==> config.mk <==
export PLATFORM = sky130hd
export DESIGN_NAME = pio_irq_service_master
export DESIGN_NICKNAME = d
export VERILOG_FILES = /design/src/rtl/pio_irq_service_master_pkg.sv /design/src/rtl/pio_irq_service_master_port.sv /design/src/rtl/pio_irq_service_master.sv
export SDC_FILE = /design/constraint.sdc
export NUM_CORES = 1
export LEC_CHECK = 0
export ABC_CLOCK_PERIOD_IN_PS = 2200
export CAP_MARGIN = 20
export CORE_MARGIN = 2
export CORE_UTILIZATION = 34
export DETAILED_ROUTE_END_ITERATION = 8
export GPL_TIMING_DRIVEN = 0
export PLACE_DENSITY_LB_ADDON = 0.08
export SKIP_CTS_REPAIR_TIMING = 1
export SKIP_LAST_GASP = 1
export SLEW_MARGIN = 25
export SYNTH_ARGS = -nofsm -noshare
export SYNTH_HDL_FRONTEND = slang
export SYNTH_SLANG_ARGS = --single-unit
==> constraint.sdc <==
create_clock -name clk -period 2.2 [get_ports clk]
set_clock_uncertainty 0.2 [all_clocks]
set_input_delay 0.33 -clock clk [delete_from_list [all_inputs] [get_ports clk]]
set_output_delay 0.33 -clock clk [all_outputs]
set_load 0.05 [all_outputs]
==> src/rtl/pio_irq_service_master_pkg.sv <==
// Shared types and PIO register map for the PIO irq service master.
package pio_irq_service_master_pkg;

    typedef enum logic [2:0] {
        S_IDLE,
        S_CMD_WR,
        S_RD_DATA,
        S_WAIT_DATA,
        S_RD_EDGE,
        S_WAIT_EDGE,
        S_CLR_EDGE,
        S_EVT_OUT
    } state_e;

    typedef enum logic [1:0] {
        OP_WRITE = 2'b00,
        OP_SET   = 2'b01,
        OP_CLEAR = 2'b10,
        OP_MASK  = 2'b11
    } cmd_op_e;

    localparam logic [2:0] ADDR_DATA   = 3'd0;
    localparam logic [2:0] ADDR_MASK   = 3'd2;
    localparam logic [2:0] ADDR_EDGE   = 3'd3;
    localparam logic [2:0] ADDR_OUTSET = 3'd4;
    localparam logic [2:0] ADDR_OUTCLR = 3'd5;

    function automatic logic [2:0] op_addr(input logic [1:0] op);
        logic [2:0] a;
        case (op)
            OP_WRITE: a = ADDR_DATA;
            OP_SET:   a = ADDR_OUTSET;
            OP_CLEAR: a = ADDR_OUTCLR;
            default:  a = ADDR_MASK;
        endcase
        return a;
    endfunction

endpackage

==> src/rtl/pio_irq_service_master_port.sv <==
// Avalon-MM request holder: keeps a transfer asserted until accepted and
// times the fixed read latency so the FSM knows when m_readdata is valid.
module pio_bus_master_port
    import pio_irq_service_master_pkg::*;
#(
    parameter int DATA_W       = 1,
    parameter int READ_LATENCY = 1
) (
    input  logic              clk,
    input  logic              reset,
    input  logic              req_start,
    input  logic              req_write,
    input  logic [2:0]        req_addr,
    input  logic [DATA_W-1:0] req_data,
    output logic              req_accepted,
    output logic              rd_valid,
    output logic [DATA_W-1:0] rd_data,
    output logic [2:0]        m_address,
    output logic              m_chipselect,
    output logic              m_write_n,
    output logic [31:0]       m_writedata,
    input  logic [31:0]       m_readdata,
    input  logic              m_waitrequest
);

    localparam logic [2:0] LAT = 3'(READ_LATENCY);

    logic        cs_q, cs_d;
    logic        wn_q, wn_d;
    logic [2:0]  addr_q, addr_d;
    logic [31:0] wd_q, wd_d;
    logic [2:0]  lat_q, lat_d;
    logic        unused_rdata;

    assign req_accepted = cs_q & ~m_waitrequest;
    assign rd_valid     = (lat_q == 3'd1);
    assign rd_data      = m_readdata[DATA_W-1:0];
    assign unused_rdata = ^m_readdata;

    always_comb begin
        cs_d   = cs_q;
        wn_d   = wn_q;
        addr_d = addr_q;
        wd_d   = wd_q;
        lat_d  = lat_q;
        if (req_accepted) begin
            cs_d = 1'b0;
            if (wn_q) lat_d = LAT;
        end else if (lat_q != 3'd0) begin
            lat_d = lat_q - 3'd1;
        end
        // a new request is only issued once the previous one has retired
        if (req_start) begin
            cs_d   = 1'b1;
            wn_d   = ~req_write;
            addr_d = req_addr;
            wd_d   = 32'(req_data);
        end
    end

    always_ff @(posedge clk or posedge reset) begin
        if (reset) begin
            cs_q   <= 1'b0;
            wn_q   <= 1'b1;
            addr_q <= ADDR_DATA;
            wd_q   <= '0;
            lat_q  <= '0;
        end else begin
            cs_q   <= cs_d;
            wn_q   <= wn_d;
            addr_q <= addr_d;
            wd_q   <= wd_d;
            lat_q  <= lat_d;
        end
    end

    assign m_chipselect = cs_q;
    assign m_write_n    = wn_q;
    assign m_address    = addr_q;
    assign m_writedata  = wd_q;

endmodule

==> src/rtl/pio_irq_service_master.sv <==
// Services the PIO edge-capture interrupt in hardware and executes
// fabric output-port commands over a single Avalon-MM initiator port.
module pio_irq_service_master
    import pio_irq_service_master_pkg::*;
#(
    parameter int DATA_W       = 1,
    parameter int READ_LATENCY = 1
) (
    input  logic              clk,
    input  logic              reset,
    input  logic              irq,
    output logic [2:0]        m_address,
    output logic              m_chipselect,
    output logic              m_write_n,
    output logic [31:0]       m_writedata,
    input  logic [31:0]       m_readdata,
    input  logic              m_waitrequest,
    input  logic              cmd_valid,
    output logic              cmd_ready,
    input  logic [1:0]        cmd_op,
    input  logic [DATA_W-1:0] cmd_data,
    output logic              evt_valid,
    input  logic              evt_ready,
    output logic [DATA_W-1:0] evt_data,
    output logic [DATA_W-1:0] evt_edges,
    output logic              spurious,
    output logic              busy
);

    state_e            state_q, state_d;
    logic [DATA_W-1:0] data_q, data_d;
    logic [DATA_W-1:0] edges_q, edges_d;
    logic              evt_valid_q, evt_valid_d;
    logic              spurious_q, spurious_d;

    logic              req_start, req_write;
    logic [2:0]        req_addr;
    logic [DATA_W-1:0] req_data;
    logic              req_accepted, rd_valid;
    logic [DATA_W-1:0] rd_data;

    pio_bus_master_port #(
        .DATA_W      (DATA_W),
        .READ_LATENCY(READ_LATENCY)
    ) u_port (
        .clk          (clk),
        .reset        (reset),
        .req_start    (req_start),
        .req_write    (req_write),
        .req_addr     (req_addr),
        .req_data     (req_data),
        .req_accepted (req_accepted),
        .rd_valid     (rd_valid),
        .rd_data      (rd_data),
        .m_address    (m_address),
        .m_chipselect (m_chipselect),
        .m_write_n    (m_write_n),
        .m_writedata  (m_writedata),
        .m_readdata   (m_readdata),
        .m_waitrequest(m_waitrequest)
    );

    always_comb begin
        state_d     = state_q;
        data_d      = data_q;
        edges_d     = edges_q;
        evt_valid_d = evt_valid_q;
        spurious_d  = 1'b0;
        req_start   = 1'b0;
        req_write   = 1'b0;
        req_addr    = ADDR_DATA;
        req_data    = '0;
        case (state_q)
            S_IDLE: begin
                if (irq) begin
                    state_d   = S_RD_DATA;
                    req_start = 1'b1;
                end else if (cmd_valid) begin
                    state_d   = S_CMD_WR;
                    req_start = 1'b1;
                    req_write = 1'b1;
                    req_addr  = op_addr(cmd_op);
                    req_data  = cmd_data;
                end
            end
            S_CMD_WR: if (req_accepted) state_d = S_IDLE;
            S_RD_DATA: if (req_accepted) state_d = S_WAIT_DATA;
            S_WAIT_DATA: begin
                if (rd_valid) begin
                    data_d    = rd_data;
                    state_d   = S_RD_EDGE;
                    req_start = 1'b1;
                    req_addr  = ADDR_EDGE;
                end
            end
            S_RD_EDGE: if (req_accepted) state_d = S_WAIT_EDGE;
            S_WAIT_EDGE: begin
                if (rd_valid) begin
                    edges_d = rd_data;
                    if (rd_data == '0) begin
                        spurious_d = 1'b1;
                        state_d    = S_IDLE;
                    end else begin
                        state_d   = S_CLR_EDGE;
                        req_start = 1'b1;
                        req_write = 1'b1;
                        req_addr  = ADDR_EDGE;
                        req_data  = rd_data;
                    end
                end
            end
            S_CLR_EDGE: begin
                if (req_accepted) begin
                    state_d     = S_EVT_OUT;
                    evt_valid_d = 1'b1;
                end
            end
            S_EVT_OUT: begin
                if (evt_ready) begin
                    state_d     = S_IDLE;
                    evt_valid_d = 1'b0;
                end
            end
            default: state_d = S_IDLE;
        endcase
    end

    always_ff @(posedge clk or posedge reset) begin
        if (reset) begin
            state_q     <= S_IDLE;
            data_q      <= '0;
            edges_q     <= '0;
            evt_valid_q <= 1'b0;
            spurious_q  <= 1'b0;
        end else begin
            state_q     <= state_d;
            data_q      <= data_d;
            edges_q     <= edges_d;
            evt_valid_q <= evt_valid_d;
            spurious_q  <= spurious_d;
        end
    end

    assign cmd_ready = (state_q == S_IDLE) & ~irq;
    assign busy      = (state_q != S_IDLE);
    assign evt_valid = evt_valid_q;
    assign evt_data  = data_q;
    assign evt_edges = edges_q;
    assign spurious  = spurious_q;

endmodule

==> metrics.md, run 1 <==
| Metric | Value |
|---|---|
| I/O pin total | 84 |
| VDD IR-drop max | 0.000725 V |
| Worst Hold Class | primary input to asynchronous set/reset pin |
| Synth Area in Compound Gates | 15.8% |
| # port buffers | 21 |
| Chip Height | 61.5 µm |
| Endpoints failing hold | 0 |
| Final ANT Viol Nets | 0 |
| Hold_ws | 0.203 ns |
| FF-to-FF path depth | 5 |
| H-tree depth | 1 |
| Largest net degree at the start of global routing | 17 |
| CTS tree | done |
| Static Leak | 0.000828 µW |
| First-pass GRT wire length | 3.16 mm |
| Worst Slack Setup Final | -0.0640 ns |
| Routed len/inst | 9.68 µm |
| Max cap viols | 0 |
| Dpl ws | -0.147 ns |
| Synthesized area | 0.00112 mm² |
| Largest family of logic cells by synthesized area | buffers and inverters |
| Post-synth EDFFs | 0 |
| Initial core utilization | 36.2% |
| Setup_tns | -0.0640 ns |
| Die area | 0.00378 mm² |
| Final min period | 2.26 ns |
| Synthesized area per cell | 9.44 µm² |
| Total gr overflow | 0 |
| Cts bufs inserted | 3 |
| Failing checks | setup timing |
| Post-synthesis async set-or-reset flop share | 100% |
| Post-detail-place hpwl | 1.69 mm |
| Nets | 221 |
| CP endpoint kind | output port |
| Startpoint types | register |
| Drt pass-1 iters | 4 |
| Drt total wl | 2.11 mm |
| Vias in the first global route | 756 |
| Clock-pin slew on the worst setup and hold paths | 0.09 ns |
| Multiplexer share of the synthesized area | 2.78% |
| Crit path largest cell delay | 0.43 ns |
| Slew headroom | 58.7% |
| CP max stage cell | dlymetal6s2s_1 |
| Worst Path Max Fanout | 10 |
| Arrival time at the worst endpoint | 1.73 ns |
| Area Overhead vs Synth | 37.5% |
| Chip Width | 61.5 µm |
| Layout cell share with drive strength beyond 1 | 25.3% |
| Core ar. | 0.00310 mm² |
| Fmax | 442 MHz |
| Yosys cell types | 37 |
| Ys flop type | dfrtp_1 |
| Xor/xnor share of the synthesized area | 0.780% |
| Setup repair after global routing missed its margin | yes |
| CTS sink cnt | 16 |
| Final setup violation count | 1 |
| Required @ worst endpoint | 1.67 ns |
| Least-Margin Pin Slew | 0.619 ns |
| CP Depth | 4 |
| P per Cell Area | 1120 mW/mm² |
| Routed via count | 888 |
| Period utilization | 103% |
| Root buffer cell | clkbuf_4 |
| Most frequent cells in the layout | buf_4 (31), conb_1 (31), clkdlybuf4s50_1 (18) |
| Adder-Cell Fraction of Synth Area | 5.57% |
| Vias per cell | 4.07 |
| Setup CP Type | register to output port |
| Critical path, cell by cell | buf_6 > or3_4 > nor2_1 > dlymetal6s2s_1 |
| Seq cells post-synth | 16 |
| Residual DRC | 0 |
| Initial antenna violation count | 0 |
| Mapped Cells | 119 |
| FP Rows | 20 |
| Final Wtd Congestion | 0.684 |
| Yosys warning count | 0 |
| Antenna cells | 0 |
| Iteration-0 DRC Markers | 21 |
| Simple-gate share of the synthesized area | 14.3% |
| Cell family with most CP delay | buffers and inverters |
| Post-synthesis sequential area ratio | 35.7% |
| Pins Over Slew Limit | 0 |
| Global Route Usage Sum | 11.3% |
| WP buf/inv | 2 |
| Total power | 1740 µW |
| Clk buf depth | 2 |
| Clk Latency, worst-skew pair | 0.29 ns |
| Status | finished, violations left |
final cells by class:
| cell class | instances | area [µm²] |
|---|---|---|
| Tap cell | 44 | 55.1 |
| Buffer | 33 | 248 |
| Inverter | 8 | 30.0 |
| Sequential cell | 16 | 402 |
| Multi-Input combinational cell | 92 | 557 |
| Fill cell | 318 | 1560 |
| Clock buffer | 4 | 36.3 |
| Timing Repair Buffer | 21 | 218 |
worst register-to-register path, delay by kind of cell (launching register included):
family / cells / cell delay [ns]
AO/OA/AOI/OAI: 2 / 0.49
buffers and inverters: 1 / 0.13
flip-flops: 1 / 0.38
AND/OR/NAND/NOR: 2 / 0.58
synthesized netlist by cell type (2+ instances only):
master    number  area share, %
a21o_1         3            2.0
a21oi_1        2           0.89
a22oi_1        3            2.0
a31oi_1        2            1.1
buf_4         31             21
dfrtp_1       15             33
ha_1           5            5.6
inv_1          8            2.7
mux2i_1        2            1.8
nand2_1        8            2.7
nand2b_1       2            1.1
nand3_1        2           0.89
nand3b_1       2            1.3
nor2_1         6            2.0
nor2b_1        2            1.1
o21ai_0        5            2.2
worst paths after layout:
| kind | start | to | slack, ns |
|---|---|---|---|
| worst min-delay path | reset | u_port.m_writedata[0]$_DFFE_PP0P_ | 0.20 |
| worst min register to register | evt_edges$_DFFE_PP0P_ | evt_edges$_DFFE_PP0P_ | 0.30 |
| min in group clk | evt_edges$_DFFE_PP0P_ | evt_edges$_DFFE_PP0P_ | 0.30 |
| worst max-delay path | state_q[1]$_DFFE_PP0P_ | cmd_ready | -0.06 |
| max in group asynchronous | reset | spurious$_DFF_PP0_ | 1.20 |
| worst max register to register | state_q[1]$_DFFE_PP0P_ | u_port.m_writedata[0]$_DFFE_PP0P_ | 0.31 |
per-layer routing:
layer | GRT usage [%] | routed length, µm | vias up
met5 | 0 | 0 | -
met4 | 2.13 | 2 | 0
met3 | 4.62 | 154 | 2
met2 | 18.8 | 1020 | 41
met1 | 13.9 | 936 | 392
li1 | - | - | 453
per-stage QoR:
| step | cell area, µm² | util [%] | std cells |
|---|---|---|---|
| final | 1550 | 49.8 | 218 |
| after CTS | 1540 | 49.6 | 218 |
| after detailed placement | 1500 | 48.4 | 214 |
| after global routing | 1550 | 49.8 | 218 |
| after floorplan | 1240 | - | 149 |
| after global placement | 1500 | 48.4 | 214 |
sequential cells by signal, summed over array words and instances, names as in the netlist:
name,flops
evt_data,1
evt_edges,1
evt_valid,1
spurious,1
state_q,3
u_port.lat_q,3
u_port.m_address,3
u_port.m_chipselect,1
u_port.m_write_n,1
u_port.m_writedata,1
power breakdown:
| part | switching [µW] | internal (µW) |
|---|---|---|
| clock | 95.9 | 101 |
| combinational | 647 | 397 |
| sequential | 85.4 | 412 |
| total | 828 | 910 |
cells by family after synthesis:
| logic type | after synthesis |
|---|---|
| xor gates and xnor gates | 1 |
| muxes | 3 |
| and+or+nand+nor | 28 |
| DFF | 16 |
| adders and majority gates | 5 |
| other | 1 |
| AOI/OAI and AO/OA | 24 |
| buffers and inverters | 41 |
Power figures use the tool's default switching activity.
==> run 2: changes to the inputs <==
- PLACE_DENSITY: unset -> 0.79
- PLACE_DENSITY_LB_ADDON: 0.08 -> unset
==> run 2 against run 1 <==
The run still ends with setup timing left. Register-to-register slack barely moved. Clock power hardly changed. Total power grew 0.37%. Non-clock buffer count is the same. Wire length is 3.5% lower. Flip-flop and latch count did not move. Worst setup slack worse by 0.011 ns. Core utilization did not move. Via count decreased by 1.0%. Critical path type unchanged.
==> metrics.md, run 2 (same netlist as run 1, synthesis figures left out) <==
| Metric | Value |
|---|---|
| Chip Height | 61.5 µm |
| Most frequent cells in the layout | buf_4 (31), conb_1 (31), clkdlybuf4s50_1 (18) |
| Arrival time at the worst endpoint | 1.75 ns |
| Drt pass-1 iters | 4 |
| Pins Over Slew Limit | 0 |
| Die area | 0.00378 mm² |
| Slew headroom | 58.8% |
| First-pass GRT wire length | 3.23 mm |
| Layout cell share with drive strength beyond 1 | 25.3% |
| # port buffers | 21 |
| Core ar. | 0.00310 mm² |
| Final Instance Area | 0.00155 mm² |
| Initial antenna violation count | 0 |
| P per Cell Area | 1130 mW/mm² |
| Antenna cells | 0 |
| Cts bufs inserted | 3 |
| Chip Width | 61.5 µm |
| Least-Margin Pin Slew | 0.617 ns |
| Status | finished, violations left |
| Cell Area, Placed | 0.00150 mm² |
| Initial core utilization | 36.2% |
| CTS sink cnt | 16 |
| Fmax | 439 MHz |
| Worst Hold Class | primary input to asynchronous set/reset pin |
| Total power | 1740 µW |
| Residual DRC | 0 |
| Total gr overflow | 0 |
| Global Route Usage Sum | 11.4% |
| Final setup violation count | 1 |
| Nets | 221 |
| Iteration-0 DRC Markers | 18 |
| Worst Slack Setup Final | -0.0754 ns |
| Required @ worst endpoint | 1.67 ns |
| Root buffer cell | clkbuf_4 |
| Startpoint types | register |
| Setup CP Type | register to output port |
| Routed len/inst | 9.34 µm |
| Largest net degree at the start of global routing | 17 |
| CP endpoint kind | output port |
| H-tree depth | 1 |
| Vias in the first global route | 746 |
| Final Wtd Congestion | 0.743 |
| Vias per cell | 4.03 |
| Failing checks | setup timing |
| CTS tree | done |
| Final ANT Viol Nets | 0 |
| Post-detail-place hpwl | 1.57 mm |
| Max cap viols | 0 |
| Area Overhead vs Synth | 37.5% |
| Period utilization | 103% |
| Drt total wl | 2.04 mm |
| Clock-pin slew on the worst setup and hold paths | 0.10 ns |
| Worst Path Max Fanout | 10 |
| Clk Latency, worst-skew pair | 0.29 ns |
| Final min period | 2.28 ns |
| Dpl ws | -0.173 ns |
| Routed via count | 879 |
| VDD IR-drop max | 0.000699 V |
| Endpoints failing hold | 0 |
| Clk buf depth | 2 |
| FP Rows | 20 |
| I/O pin total | 84 |
| Static Leak | 0.000828 µW |
| Setup repair after global routing missed its margin | yes |
## run 2: cell counts in the layout (fill, tap and decap cells not counted)
No cell type changed its count.
## run 2: layer usage
layer,wire length (µm),vias up,GRT usage (%)
met3,163,0,4.83
met2,909,37,18.6
met5,0,-,0
met1,963,391,14.8
li1,-,451,-
met4,0,0,0.912
## run 2: through the flow
step / hold WS [ns] / utilization [%] / setup TNS, ns / std cells
2_1_floorplan: 0.0430 / - / 0 / 149
3_3_place_gp: 0.262 / 48.4 / -0.178 / 214
3_5_place_dp: 0.284 / 48.4 / -0.173 / 214
4_1_cts: 0.231 / 49.6 / -0.772 / 218
5_1_grt: 0.252 / 49.8 / -0.151 / 218
6_report: 0.206 / 49.8 / -0.0754 / 218
## run 2: critical path: stages (launching register included)
cell,delay [ns]
dfrtp_1,0.38
buf_6,0.13
or3_4,0.41
nor2_1,0.10
dlymetal6s2s_1,0.43
## run 2: path summary, 6_finish.rpt
check,slack [ns],from,cells past startpoint,endpoint
hold reg to reg,0.30,evt_edges$_DFFE_PP0P_,1,evt_edges$_DFFE_PP0P_
hold / removal,0.21,reset,2,u_port.m_address[0]$_DFFE_PP0P_
min in group clk,0.30,evt_edges$_DFFE_PP0P_,1,evt_edges$_DFFE_PP0P_
setup reg to reg,0.31,state_q[1]$_DFFE_PP0P_,5,u_port.m_writedata[0]$_DFFE_PP0P_
max in group asynchronous,1.19,reset,2,spurious$_DFF_PP0_
setup / recovery,-0.08,state_q[1]$_DFFE_PP0P_,4,cmd_ready
## run 2: final cells by class
cell class | count | area, µm²
flip-flops and latches | 16 | 402
clock buffers | 4 | 36.3
repair buffers | 21 | 218
well taps | 44 | 55.1
plain buffers | 33 | 248
multi-input cells | 92 | 557
inverters | 8 | 30.0
fillers | 313 | 1560
## run 2: power breakdown
group | leakage, µW | total, µW | internal, µW | switching (µW)
logic | 0.000612 | 1050 | 397 | 653
registers | 0.000196 | 498 | 412 | 86.7
clock network | 0.0000210 | 196 | 101 | 95.0
